## config.mk

```make
export PLATFORM = sky130hd
export DESIGN_NAME = wam_ctl_flat
export DESIGN_NICKNAME = d
export VERILOG_FILES = /design/src/rtl/wam_ctl_if.sv /design/src/rtl/wam_ctl.sv /design/src/flat_wrapper.sv
export SDC_FILE = /design/constraint.sdc
export NUM_CORES = 1
export LEC_CHECK = 0
export BUFFER_PORTS_ARGS = -buffer_cell sky130_fd_sc_hd__clkbuf_2
export CAP_MARGIN = 15
export CORE_UTILIZATION = 55
export CTS_CLUSTER_DIAMETER = 60
export DETAILED_ROUTE_END_ITERATION = 8
export HOLD_SLACK_MARGIN = 0.03
export PLACE_DENSITY = 0.84
export SLEW_MARGIN = 20
export SYNTH_ARGS = -nofsm -noshare
export SYNTH_HDL_FRONTEND = slang
export SYNTH_SLANG_ARGS = --single-unit
```

## constraint.sdc

```tcl
create_clock -name clk -period 6.47 [get_ports clk]
set_input_delay 0.647 -clock clk [delete_from_list [all_inputs] [get_ports clk]]
set_output_delay 0.647 -clock clk [all_outputs]
set_load 0.01 [all_outputs]
```

## src/rtl/wam_ctl_if.sv

```systemverilog
// Bus bundle for the Whac-A-Mole session controller: player/generator inputs
// and registered session outputs. clk/clr stay plain ports on the controller.
interface wam_ctl_if;
  logic       tick;
  logic       start;
  logic [7:0] btn;
  logic [7:0] holes;
  logic [7:0] hit;
  logic       gen_clr;
  logic       lvl_up;
  logic [7:0] score;
  logic [6:0] time_left;
  logic [1:0] state;
  logic       game_over;

  modport master (
    output tick, start, btn, holes,
    input  hit, gen_clr, lvl_up, score, time_left, state, game_over
  );

  modport slave (
    input  tick, start, btn, holes,
    output hit, gen_clr, lvl_up, score, time_left, state, game_over
  );
endinterface

```

## src/rtl/wam_ctl.sv

```systemverilog
// Whac-A-Mole round sequencer: countdown, play, game over, scoring and level-up.
// Optional macro WAM_MISS_PENALTY_EN: each miss during play costs one point.
module wam_ctl #(
  parameter int GAME_SEC  = 60,
  parameter int READY_SEC = 3,
  parameter int LVL_STEP  = 10
) (
  input logic       clk,
  input logic       clr,
  wam_ctl_if.slave  bus
);

  typedef enum logic [1:0] {
    S_IDLE  = 2'd0,
    S_READY = 2'd1,
    S_PLAY  = 2'd2,
    S_OVER  = 2'd3
  } state_t;

  localparam logic [6:0] GAME_T  = 7'(GAME_SEC);
  localparam logic [2:0] READY_T = 3'(READY_SEC);
  localparam logic [8:0] LVL_W   = 9'(LVL_STEP);

  state_t     r_state;
  logic       r_start_d;
  logic [7:0] r_btn_d;
  logic [2:0] r_cd;
  logic [7:0] r_acc;
  logic [7:0] r_score;
  logic [6:0] r_time;
  logic [7:0] r_hit;
  logic       r_lvl;
  logic       r_gen_clr;
  logic       r_over;

  logic       w_rise_start;
  logic [7:0] w_rise_btn;
  logic [7:0] w_hit_bits;
  logic [3:0] w_nh;
  logic [8:0] w_acc_sum;
  logic [8:0] w_acc_wrap;
  logic [7:0] w_score_nxt;
`ifdef WAM_MISS_PENALTY_EN
  logic [7:0]        w_miss_bits;
  logic [3:0]        w_nm;
  logic signed [9:0] w_score_s;
`else
  logic [8:0]        w_score_sum;
`endif

  always_comb begin
    w_rise_start = bus.start & ~r_start_d;
    w_rise_btn   = bus.btn & ~r_btn_d;
    w_hit_bits   = w_rise_btn & bus.holes;
    w_nh = '0;
    for (int unsigned i = 0; i < 8; i++) w_nh = w_nh + {3'b000, w_hit_bits[i]};
    w_acc_sum  = {1'b0, r_acc} + {5'b00000, w_nh};
    w_acc_wrap = w_acc_sum - LVL_W;
`ifdef WAM_MISS_PENALTY_EN
    w_miss_bits = w_rise_btn & ~bus.holes;
    w_nm = '0;
    for (int unsigned i = 0; i < 8; i++) w_nm = w_nm + {3'b000, w_miss_bits[i]};
    // 10-bit signed sum spans -8..263: sign bit means clamp low, bit 8 clamp high
    w_score_s = $signed({2'b00, r_score}) + $signed({6'b000000, w_nh})
              - $signed({6'b000000, w_nm});
    if (w_score_s[9])      w_score_nxt = '0;
    else if (w_score_s[8]) w_score_nxt = '1;
    else                   w_score_nxt = w_score_s[7:0];
`else
    w_score_sum = {1'b0, r_score} + {5'b00000, w_nh};
    w_score_nxt = w_score_sum[8] ? '1 : w_score_sum[7:0];
`endif
  end

  always_ff @(posedge clk) begin
    if (clr) begin
      r_state   <= S_IDLE;
      r_start_d <= bus.start;
      r_btn_d   <= bus.btn;
      r_cd      <= READY_T;
      r_acc     <= '0;
      r_score   <= '0;
      r_time    <= GAME_T;
      r_hit     <= '0;
      r_lvl     <= 1'b0;
      r_gen_clr <= 1'b1;
      r_over    <= 1'b0;
    end else begin
      r_start_d <= bus.start;
      r_btn_d   <= bus.btn;
      r_hit     <= '0;
      r_lvl     <= 1'b0;
      case (r_state)
        S_IDLE, S_OVER: begin
          if (w_rise_start) begin
            r_state   <= S_READY;
            r_cd      <= READY_T;
            r_score   <= '0;
            r_time    <= GAME_T;
            r_acc     <= '0;
            r_gen_clr <= 1'b1;
            r_over    <= 1'b0;
          end
        end
        S_READY: begin
          if (bus.tick) begin
            if (r_cd == 3'd1) begin
              r_state   <= S_PLAY;
              r_gen_clr <= 1'b0;
            end else begin
              r_cd <= r_cd - 3'd1;
            end
          end
        end
        S_PLAY: begin
          // hits are scored even on the final tick of the round
          r_hit   <= w_hit_bits;
          r_score <= w_score_nxt;
          if (w_acc_sum >= LVL_W) begin
            r_acc <= w_acc_wrap[7:0];
            r_lvl <= 1'b1;
          end else begin
            r_acc <= w_acc_sum[7:0];
          end
          if (bus.tick) begin
            r_time <= r_time - 7'd1;
            if (r_time == 7'd1) begin
              r_state   <= S_OVER;
              r_gen_clr <= 1'b1;
              r_over    <= 1'b1;
            end
          end
        end
        default: r_state <= S_IDLE;
      endcase
    end
  end

  assign bus.hit       = r_hit;
  assign bus.gen_clr   = r_gen_clr;
  assign bus.lvl_up    = r_lvl;
  assign bus.score     = r_score;
  assign bus.time_left = r_time;
  assign bus.state     = r_state;
  assign bus.game_over = r_over;

endmodule

```

## src/flat_wrapper.sv

```systemverilog
// flat-port wrapper written by rule: the top's interface ports become plain ports
module wam_ctl_flat 
#(
  parameter int GAME_SEC  = 60,
  parameter int READY_SEC = 3,
  parameter int LVL_STEP  = 10
)
  (clk, clr, bus_tick, bus_start, bus_btn, bus_holes, bus_hit, bus_gen_clr, bus_lvl_up, bus_score, bus_time_left, bus_state, bus_game_over);
  wam_ctl_if bus_i ();
  input logic clk;
  input logic clr;
  input wire logic [$bits(bus_i.tick)-1:0] bus_tick;
  input wire logic [$bits(bus_i.start)-1:0] bus_start;
  input wire logic [$bits(bus_i.btn)-1:0] bus_btn;
  input wire logic [$bits(bus_i.holes)-1:0] bus_holes;
  output wire logic [$bits(bus_i.hit)-1:0] bus_hit;
  output wire logic [$bits(bus_i.gen_clr)-1:0] bus_gen_clr;
  output wire logic [$bits(bus_i.lvl_up)-1:0] bus_lvl_up;
  output wire logic [$bits(bus_i.score)-1:0] bus_score;
  output wire logic [$bits(bus_i.time_left)-1:0] bus_time_left;
  output wire logic [$bits(bus_i.state)-1:0] bus_state;
  output wire logic [$bits(bus_i.game_over)-1:0] bus_game_over;
  assign bus_i.tick = bus_tick;
  assign bus_i.start = bus_start;
  assign bus_i.btn = bus_btn;
  assign bus_i.holes = bus_holes;
  assign bus_hit = bus_i.hit;
  assign bus_gen_clr = bus_i.gen_clr;
  assign bus_lvl_up = bus_i.lvl_up;
  assign bus_score = bus_i.score;
  assign bus_time_left = bus_i.time_left;
  assign bus_state = bus_i.state;
  assign bus_game_over = bus_i.game_over;
  wam_ctl #(.GAME_SEC(GAME_SEC), .READY_SEC(READY_SEC), .LVL_STEP(LVL_STEP)) u_core (.clk(clk), .clr(clr), .bus(bus_i));
endmodule
```

; ---- Word level (Yosys, flattened, before mapping)
; Index checks and enable logic that the tools add are counted.
[op_classes]
magnitude_cmp = 1
n_eq_ne = 11
reduce_logical = 10
n_addsub = 12
muxes = 27
bitwise_logic = 6
[op_table]
columns = cell, n
row1 = 8-bit case mux with 2 select lines, 2
row2 = 4-bit by 1-bit adder with 4-bit output, 6
row3 = 8-bit two-way mux, 3
row4 = 8-bit by 4-bit adder with 9-bit output, 2
row5 = 8-bit bitwise AND, 2
row6 = 7-bit two-way mux, 2
row7 = 7-bit case mux with 2 select lines, 1
row8 = 2-bit two-way mux, 5
row9 = "9-bit by 4-bit greater-or-equal comparator with 1-bit output, second input constant", 1
row10 = 3-bit two-way mux, 3
row11 = 8-bit NOT, 1
row12 = 4-bit AND reduction, 2
row13 = "8-bit by 4-bit subtractor with 8-bit output, second input constant", 1
row14 = "7-bit by 1-bit equality test with 1-bit output, second input constant", 1
row15 = 1-bit two-way mux, 7
row16 = "7-bit by 1-bit subtractor with 7-bit output, second input constant", 1
row17 = "2-bit by 1-bit != test with 1-bit output, second input constant", 3
row18 = "2-bit != test, second input constant", 3
row19 = 2-bit case mux with 3 select lines, 1
row20 = 3-bit case mux with 2 select lines, 1
row21 = 5-bit AND reduction, 1
row22 = "2-bit equality test, second input constant", 2
row23 = 2-bit nonzero test, 2
row24 = 2-bit OR reduction, 2
row25 = other kinds (11), 12
[totals]
word_cells = 78
regBits = 48

; ---- Logic depth before layout (Yosys ltp)
[logic_depth]
depth_word = 14
depth_mapped = 18
ltp_nobuf = 18

; ---- Least setup slack after synthesis
; No wires, ideal clock.
[synth_timing]
path_kind = input-to-reg
start = input port bus_holes[0]
end = register u_core.r_acc[4]
arrival_time_ns = 5.237
slack_ns = 1.159
setup_time_ns = 0.073
required_ns = 6.397
stages = 16
cell_sequence = and3b_1 ha_1 inv_1 fa_1 fa_1 fa_1 fa_1 inv_1 fa_1 a21o_1 a21oi_2 nand4_1 a311oi_4 nor3_2 or4_4 o211ai_2
[synth_via]
elab_chain_cells = 12
[synth_rtl]
columns = element, line_no
row1 = start: declaration, flat_wrapper.sv:15  ; input wire logic [$bits(bus_i.holes)-1:0] bus_holes;
row2 = 8-bit bitwise AND *, wam_ctl.sv:54  ; w_hit_bits = w_rise_btn & bus.holes;
row3 = 1-bit by 1-bit adder with 2-bit output *, wam_ctl.sv:56  ; for (int unsigned i = 0; i < 8; i++) w_nh = w_nh + {3'b000, w_hit_bits[i]};
row4 = 4-bit by 1-bit adder with 4-bit output * (6 in a row), wam_ctl.sv:56
row5 = 8-bit by 4-bit adder with 9-bit output *, wam_ctl.sv:57  ; w_acc_sum = {1'b0, r_acc} + {5'b00000, w_nh};
row6 = 8-bit by 4-bit subtractor with 8-bit output / 9-bit by 4-bit greater-or-equal comparator with 1-bit output (equally long branches), "wam_ctl.sv:58, wam_ctl.sv:119"
row7 = 8-bit two-way mux *, wam_ctl.sv:119  ; if (w_acc_sum >= LVL_W) begin
row8 = 8-bit case mux with 2 select lines *, wam_ctl.sv:93  ; case (r_state)
row9 = end signal: assignment, wam_ctl.sv:120  ; r_acc <= w_acc_wrap[7:0];
row10 = end signal: assignment, wam_ctl.sv:123  ; r_acc <= w_acc_sum[7:0];
row11 = end: declaration, wam_ctl.sv:28  ; logic [7:0] r_acc;
; Every way passes the cells marked *; elsewhere a longest branch is shown, timed or not.
; A chain may end at the register's enable or synchronous reset.

; ---- Worst setup path after layout
[layout_timing]
start = input port bus_holes[0]
end = register u_core.r_acc[4]
[layout_via]
elab_chain_cells = 12
[layout_rtl]
columns = element, line_no
row1 = 8-bit bitwise AND *, wam_ctl.sv:54
row2 = net u_core.w_hit_bits[0], wam_ctl.sv:38  ; logic [7:0] w_hit_bits;
row3 = 1-bit by 1-bit adder with 2-bit output *, wam_ctl.sv:56
row4 = 4-bit by 1-bit adder with 4-bit output * (6 in a row), wam_ctl.sv:56
row5 = 8-bit by 4-bit adder with 9-bit output *, wam_ctl.sv:57
row6 = 8-bit by 4-bit subtractor with 8-bit output / 9-bit by 4-bit greater-or-equal comparator with 1-bit output (equally long branches), "wam_ctl.sv:58, wam_ctl.sv:119"
row7 = 8-bit two-way mux *, wam_ctl.sv:119
row8 = 8-bit case mux with 2 select lines *, wam_ctl.sv:93
; The timed path passes the listed nets; every way through them passes the cells marked *.

==> metrics.md <==
| Metric | Value |
|---|---|
| Die Footprint | just over 5000 µm² |
| CP startpoint kind | input pin |
| Core Util, Final | 66.9% |
| Vias per cell | between 5 and 6 |
| Post-route ant nets | 0 |
| Antenna Cells | 0 |
| DIE WIDTH | 71.5 µm |
| Async SR Flop Fraction | 0% |
| Vias post-DR | about 2,200 |
| Tmin final | 5.43 ns |
| CORE AREA | around 4500 µm² |
| Final period utilization | 83.9% |
| Detailed placement HPWL | ~4.2 mm |
| Antenna violations before repair | 0 |
| Reg2reg setup slack | 1.15 ns |
| Most used DFF post-synth | dfxtp_1 |
| Worst-path clk slew | ~0.09 ns |
| Share of cells above drive strength 1 | 20.0% |
| Syn Nets | roughly 340 |
| Synth cell types | a little under 60 |
| Pleak | 1.38 nW |
| Rel. slew slack | 54.5% |
| Worst-Margin Slew | 0.681 ns |
| Power per cell area | 259 nW/µm² |
| Nets | between 300 and 400 |
| Number of flops mapped to enable cells by yosys | 0 |
| Drt first-iter violations | between 100 and 150 |
| Setup TNS Final | 0 ns |
| CP Class | input pin to flip-flop |
| Grt ovf | 0 |
| Sequential share of the synthesized area | 36.1% |
| Number of global-route vias before repair | 2,164 |
| PortBufs | between 40 and 50 |
| Num rows | 24 |
| CTS tree | built |
| Htree depth | 2 |
| #FFs+latches synth | 48 |
| Post-Syn Area per Cell | 8.93 µm² |
| Area Overhead vs Synth | 13.4% |
| WL per Instance | 13.8 µm |
| Fmax | 0.184 GHz |
| Sink Count | 48 |
| # Post-CTS Setup Buffers | 0 |
| Worst skew pair latency | roughly 0.3 ns |
| Status | completed |
| Die height | 71.5 µm |
| GPL Wtd Cong | 0.869 |
| Synth Cell Area | 2660 µm² |
| Max-capacitance violation count | 0 |
| CTS Buffer Depth | 2 |
| Crit. End Element | flip-flop |
| Initial Utilization | 59.1% |
| Gate Count Post-Synth | 298 |
| Max Slew Vio Count | 0 |
| # IOs | 48 |
| Hold slack | 0.448 ns |
| Worst clock skew | 0.00903 ns |
| Root Buffer | clkbuf_8 |
| Post-CTS Resized | 0 |
| Crit path max fanout | 10 |
| RSZ-0062 raised after global routing | no |
| Synth Warn # | 0 |
| Final wirelength | 5.49 mm |
| Critical Path AT | roughly 5.7 ns |
| # setup viols final | 0 |
| Total CTS buffers | 5 |
| Class of the worst hold path | flip-flop to flip-flop |
| First-pass GRT wire length | between 9 and 10 mm |
| # DRC | 0 |
| GRT Total Usage | 23.4% |
| DRT Pass-1 Iters | 4 |
| Hold Buf Count CTS | 0 |
| Largest net degree at the start of global routing | 14 |
| Final Hold Fails | 0 |
| CP Data Required Time | 6.71 ns |
| Worst ir drop on vdd | 0.000189 V |
[metrics by stage]
step | instance area [µm²] | instances | worst slack, ns | total power, W
global placement | 2940 | 390 | 0.878 | 0.000606
finish | 3020 | 397 | 1.04 | 0.000781
global route | 3020 | 397 | 0.847 | 0.000835
floorplan | 2660 | 298 | 1.16 | 0.000549
detailed placement | 2940 | 390 | 0.762 | 0.000617
CTS | 3020 | 397 | 1.05 | 0.000786
[cell usage after synthesis (3+ instances only)]
cell type  count  area [µm²]
a211oi_1       4        30.0
a21o_1         5        37.5
a21oi_1       14        70.1
and2_1         3        18.8
and3b_1        3        26.3
clkbuf_1       8        30.0
dfxtp_1       48         961
fa_1           6         120
ha_1          19         238
inv_1         19        71.3
mux2i_1        3        30.0
nand2_1       29         109
nand2b_1       5        31.3
nand3_1        3        15.0
nand3b_1       7        52.6
nor2_1        32         120
nor2b_1        5        31.3
nor3_1         8        40.0
o21a_1         3        22.5
o21ai_0        8        40.0
o21ai_1        6        30.0
or2_2          3        18.8
or3_1          4        25.0
xnor2_1        8        70.1
xor2_1         5        43.8
[report_power, final]
part	total (W)	leakage, nW	switching [W]	internal (W)
Clock	0.000169	0.0410	0.0000956	0.0000737
Combinational	0.000266	0.946	0.000157	0.000110
Sequential	0.000345	0.392	0.0000222	0.000323
Total	0.000781	1.38	0.000275	0.000506
[logic make-up (layout without fill, tap and decap cells)]
| kind of cell | count (synthesis) | in the layout | share of synthesized area [%] |
|---|---|---|---|
| buf+inv | 27 | 74 | 3.81 |
| fa+ha+maj | 25 | 25 | 13.5 |
| mux | 3 | 3 | 1.13 |
| flops | 48 | 48 | 36.1 |
| xor+xnor | 13 | 13 | 4.28 |
| simple gates | 117 | 117 | 23.3 |
| compound gates | 65 | 65 | 17.9 |
[path summary, 6_finish.rpt]
kind,endpoint,cells after the start,start
worst max-delay path,u_core.r_acc[4]$_SDFFE_PP0P_,17,bus_holes[0]
worst min-delay path,u_core.bus.hit[1]$_SDFF_PP0_,1,u_core.r_btn_d[1]$_DFF_P_
worst max register to register,u_core.r_acc[4]$_SDFFE_PP0P_,16,u_core.r_btn_d[0]$_DFF_P_
worst min register to register,u_core.bus.hit[1]$_SDFF_PP0_,1,u_core.r_btn_d[1]$_DFF_P_
[worst max-delay path: stages]
cell,delay (ns)
clkbuf_2,0.07
and3b_1,0.18
ha_1,0.27
inv_1,0.05
fa_1,0.51
fa_1,0.43
fa_1,0.42
fa_1,0.50
inv_1,0.10
fa_1,0.46
a21o_1,0.23
a21oi_2,0.32
nand4_1,0.23
a311oi_4,0.58
nor3_2,0.10
or4_4,0.50
o211ai_2,0.07
[area by class of cell]
type / count / area, µm²
flip-flops and latches: 48 / 961
fillers: 347 / 1490
well taps: 52 / 65.1
repair buffers: 48 / 243
multi-input cells: 223 / 1600
clock buffers: 6 / 72.6
inverters: 19 / 71.3
clock inverters: 1 / 5.00
[cells in the final DEF, fill, tap and decap left out, types with 3 or more instances in the layout]
cell type   n
a211oi_1    4
a21o_1      5
a21oi_1    14
and2_1      3
and3b_1     3
clkbuf_2   47
clkbuf_8    5
dfxtp_1    48
fa_1        6
ha_1       19
inv_1      19
mux2i_1     3
nand2_1    29
nand2b_1    5
nand3_1     3
nand3b_1    7
nor2_1     32
nor2b_1     5
nor3_1      8
o21a_1      3
o21ai_0     8
o21ai_1     6
or2_2       3
or3_1       4
xnor2_1     8
xor2_1      5
[layer usage]
| layer | up-vias | track usage [%] | part of all wire [%] | routed length, µm |
|---|---|---|---|---|
| met2 | 41 | 40.8 | 48 | 2660 |
| met1 | 1037 | 29.0 | 47 | 2560 |
| met4 | 0 | 6.54 | 1.2 | 66 |
| li1 | 1134 | - | - | - |
| met5 | - | 0 | 0 | 0 |
| met3 | 6 | 5.63 | 3.7 | 203 |
[flip-flops by register name (all words and copies together), names as in the netlist]
signal                count
u_core.r_btn_d            8
u_core.bus.time_left      7
u_core.r_acc              8
u_core.bus.score          8
u_core.r_cd               3
u_core.bus.hit            8
u_core.bus.state          2
u_core.bus.lvl_up         1
u_core.bus.game_over      1
u_core.bus.gen_clr        1
u_core.r_start_d          1
Note: power is estimated with default switching activity, not from simulation.
